--- src/rtl/morse_player.sv ---
// Plays one 5-symbol Morse character on the keyer line: marks of 1 or 3 units,
// 1-unit gaps between symbols, and a 3-unit gap after the last symbol.
module morse_player #(
    parameter int unsigned UNIT_CYCLES = 4
) (
    input  logic       clk,
    input  logic       reset,
    input  logic [4:0] morse,
    input  logic       ready,
    output logic       key,
    output logic       busy,
    output logic       done
);

    // Prescaler must reach 3*UNIT_CYCLES-1 without wrapping.
    localparam int unsigned CW = $clog2(3 * UNIT_CYCLES);
    localparam logic [CW-1:0] ONE_LAST   = CW'(UNIT_CYCLES - 1);
    localparam logic [CW-1:0] THREE_LAST = CW'(3 * UNIT_CYCLES - 1);

    typedef enum logic [1:0] {
        IDLE,
        MARK,
        GAP,
        CHARGAP
    } state_t;

    state_t        state, state_next;
    logic [4:0]    shreg, shreg_next;
    logic [CW-1:0] cnt, cnt_next;
    logic [2:0]    idx, idx_next;
    logic          done_next;
    logic [CW-1:0] mark_last;

    always_ff @(posedge clk or posedge reset) begin
        if (reset) begin
            state <= IDLE;
            shreg <= '0;
            cnt   <= '0;
            idx   <= '0;
            key   <= 1'b0;
            busy  <= 1'b0;
            done  <= 1'b0;
        end else begin
            // NOTE: state registers use non-blocking assignments so every flop samples pre-edge values.
            state <= state_next;
            shreg <= shreg_next;
            cnt   <= cnt_next;
            idx   <= idx_next;
            key   <= (state_next == MARK);
            busy  <= (state_next != IDLE);
            done  <= done_next;
        end
    end

    // The current symbol always sits in shreg[0]; the register shifts right after each mark.
    assign mark_last = shreg[0] ? ONE_LAST : THREE_LAST;

    always_comb begin
        // NOTE: every output of this block gets a default first, so no latches are inferred.
        state_next = state;
        shreg_next = shreg;
        cnt_next   = cnt;
        idx_next   = idx;
        done_next  = 1'b0;

        unique case (state)
            IDLE: begin
                if (ready) begin
                    shreg_next = morse;
                    idx_next   = 3'd0;
                    cnt_next   = '0;
                    state_next = MARK;
                end
            end
            MARK: begin
                if (cnt == mark_last) begin
                    cnt_next   = '0;
                    shreg_next = {1'b0, shreg[4:1]};
                    state_next = (idx == 3'd4) ? CHARGAP : GAP;
                end else begin
                    cnt_next = cnt + 1'b1;
                end
            end
            GAP: begin
                if (cnt == ONE_LAST) begin
                    cnt_next   = '0;
                    idx_next   = idx + 3'd1;
                    state_next = MARK;
                end else begin
                    cnt_next = cnt + 1'b1;
                end
            end
            CHARGAP: begin
                if (cnt == THREE_LAST) begin
                    cnt_next   = '0;
                    idx_next   = 3'd0;
                    done_next  = 1'b1;
                    state_next = IDLE;
                end else begin
                    cnt_next = cnt + 1'b1;
                end
            end
            default: state_next = IDLE;
        endcase
    end

endmodule
--- config.mk ---
export PLATFORM = sky130hd
export DESIGN_NAME = morse_player
export DESIGN_NICKNAME = d
export VERILOG_FILES = /design/src/rtl/morse_player.sv
export SDC_FILE = /design/constraint.sdc
export NUM_CORES = 1
export LEC_CHECK = 0
export CORE_MARGIN = 5
export CORE_UTILIZATION = 40
export DETAILED_ROUTE_END_ITERATION = 16
export SYNTH_ARGS = -nofsm -noshare
export SYNTH_HDL_FRONTEND = slang
export SYNTH_SLANG_ARGS = --single-unit
export TNS_END_PERCENT = 10
--- constraint.sdc ---
create_clock -name clk -period 1.55 [get_ports clk]
set_clock_uncertainty 0.15 [all_clocks]
set_input_delay 0.3875 -clock clk [delete_from_list [all_inputs] [get_ports clk]]
set_output_delay 0.3875 -clock clk [all_outputs]
set_load 0.05 [all_outputs]
==> reports/metrics.yaml <==
result_of_the_run: "complete, but fails checks"
violations: "setup timing"
synth_area_um2: 977.2
layout-area-overhead-vs-synth_pct: 33.93
synth.ff_latch_count: 17
maxSlewViolCount: 0
antenna_cells_inserted: 0
total_grt_usage: 0.1309
worst_ep_required_time_ps: 1580
async_reset_ff_frac: 1.000
initial_utilization: 0.4055
floorplan.die.height_um: 59.43
path_clk_slew_ps: 100
cts_inserted_buffers: 3
finalWeightedCongestion: 0.7551
cts_root_buf: "sky130_fd_sc_hd__clkbuf_4"
fraction_of_layout_cells_with_a_size_suffix_above_1: 0.3390
yosys_most_used_dff: "sky130_fd_sc_hd__dfrtp_1"
route.vias.total: 737
port_buffers: 10
post_synth_fa_ha_maj_area_fraction: 0.03841
synth_enable_flop_cells: 0
synth-compound-area-share: 0.1767
final_common_cell: "sky130_fd_sc_hd__buf_4"
total_die_area_um2: 3531
clock_tree.htree_level_count: 1
wl_per_cell_um: 13.14
initialDrtViolationCount: 15
post-route-min-period_ps: 1663
grt_max_degree: 18
overflow: 0
first_global_vias: 802
endpoint_kind: "register"
wire_length_of_the_first_global_routing_pass_um: 3498
power.static_leakage_nw: 0.5974
drcViolationCount: 0
start_kind: "register"
share_of_the_synthesized_netlist_area_taken_by_xor_and_xnor_gates: 0.03585
timing.critical_path.from: "cnt[1]"
synthesis.instances: 91
top_level_ports: 11
synth_seq_area_share: 0.4353
r2r-start: "cnt[1]"
worstHoldPathType: "in -> async"
power.density_cell_area_nw_per_um2: 1739
synthSimpleGateAreaFrac: 0.1844
yosys-mux-area-fraction: 0.07939
max_cap_check_violation_count: 0
clock_insertion_delay_at_the_later_pin_of_the_skew_report_ps: 280
syn_nets: 102
tightestPinTransition_ps: 421.3
final.setup.worst_slack_ps: -113.5
final_worst_path_cycle_share: 1.073
finalHoldViolCount: 0
vias_per_cell: 4.980
postCtsHoldBufs: 0
cts_num_sinks: 17
num-nets-final: 130
warnings_synthesis: 0
hold-worst-slack_ps: 254.8
finalSetupViolCount: 10
cts_max_path_buffers: 2
number_of_distinct_library_cells_after_synthesis: 37
final_cell_mix: "sky130_fd_sc_hd__buf_4, sky130_fd_sc_hd__dfrtp_1, sky130_fd_sc_hd__nand2_1"
drt.antenna.violating_nets: 0
detailed_place_hpwl_um: 1424
core.rowCount: 18
synth_top_family_by_area: "simple AND/OR/NAND/NOR gates"
cts_tree: "yes"
die_outline_width_um: 59.43
antenna_found_initial: 0
core-area_um2: 2410
fmaxAchievable_ghz: 0.6012
syn-mean-instance-area_um2: 10.74
cp.arrival_ps: 1690
drt_first_pass_iters: 2
fillerInstances: 214
final_util: 0.5431
vdd_ir_drop_max_v: 0.001129
worst-path-max-fanout: 4
route.final.wire_length_um: 1944
timing.setup.critical_path_class: "reg -> reg"
rsz0062_at_grt: "yes"
slew-limit-headroom: 0.7182
## cell type report
cell class / count / area (µm²) / area share
multi-input combinational: 66 / 545.5 / 0.4168
sequential: 17 / 426.7 / 0.3260
timing repair buffer: 27 / 257.7 / 0.1969
tap: 30 / 37.54 / 0.02868
clock buffer: 4 / 26.28 / 0.02008
inverter: 4 / 15.01 / 0.01147
## flip-flops by register name, indices dropped and copies added (netlist names)
register	cells
done	1
cnt	4
key	1
idx	3
busy	1
shreg	5
state	2
## worst max-delay path, stage by stage (launching register included)
cell and delay [ps]:
sky130_fd_sc_hd__dfrtp_1 400, sky130_fd_sc_hd__ha_4 160, sky130_fd_sc_hd__or2b_4 300, sky130_fd_sc_hd__o21ai_4 160, sky130_fd_sc_hd__a221oi_4 100, sky130_fd_sc_hd__mux2_4 290
## Yosys cell counts (all sizes together) (3+ instances only)
master,n,area share
a22o,4,0.036
buf,3,0.031
dfrtp,17,0.44
ha,3,0.038
inv,4,0.015
mux2,3,0.038
mux2i,4,0.041
nand2,10,0.038
nor2,5,0.022
nor2b,3,0.027
nor3,3,0.020
o21ai,9,0.050
xnor2,3,0.027
## timing repair
item / CTS / global route
setup buffers: 1 / 0
gates resized for setup: 8 / 1
pin swaps: 5 / 3
setup endpoints to repair: 14 / 15
## final timing paths
| kind | end | slack (ps) | cells past startpoint |
|---|---|---|---|
| worst max-delay path | cnt[0] | -110 | 5 |
| worst min-delay path | shreg[2] | 250 | 3 |
| worst max register to register | cnt[0] | -110 | 5 |
| worst min register to register | idx[2] | 320 | 1 |
| max in group asynchronous | state[0] | 790 | 3 |
| min in group clk | idx[2] | 320 | 1 |
## power breakdown
group | switching (mW) | leakage [nW] | internal [mW]
Combinational | 0.544 | 0.374 | 0.669
Clock | 0.133 | 0.0150 | 0.0998
Sequential | 0.202 | 0.208 | 0.627
Total | 0.879 | 0.597 | 1.40
## per-stage QoR
stage / instance area, µm² / instances / power [mW] / TNS (ps) / setup WS (ps)
CTS: 1299 / 148 / 2.273 / -740.1 / -113.9
global route: 1309 / 148 / 2.464 / -1620 / -172.7
detailed placement: 1231 / 143 / 1.907 / -3002 / -283.3
finish: 1309 / 148 / 2.276 / -651.1 / -113.5
floorplan: 977.2 / 91 / 1.567 / -132.8 / -49.72
global placement: 1231 / 143 / 1.876 / -2496 / -216.0
## logic make-up after synthesis
family / after synthesis
AND/OR/NAND/NOR: 30
AO/OA/AOI/OAI: 22
flip-flops: 17
buffers and inverters: 8
multiplexers: 7
XOR/XNOR: 4
adder cells (fa/ha/maj): 3
## layer usage
| metal | global-route usage | part of all wire | vias to the layer above |
|---|---|---|---|
| met3 | 0.02179 | 0.029 | 2 |
| met1 | 0.1599 | 0.45 | 355 |
| met5 | 0 | 0 | - |
| li1 | - | - | 374 |
| met2 | 0.2278 | 0.51 | 6 |
| met4 | 0.04854 | 0.0077 | 0 |
Power figures use the tool's default switching activity.
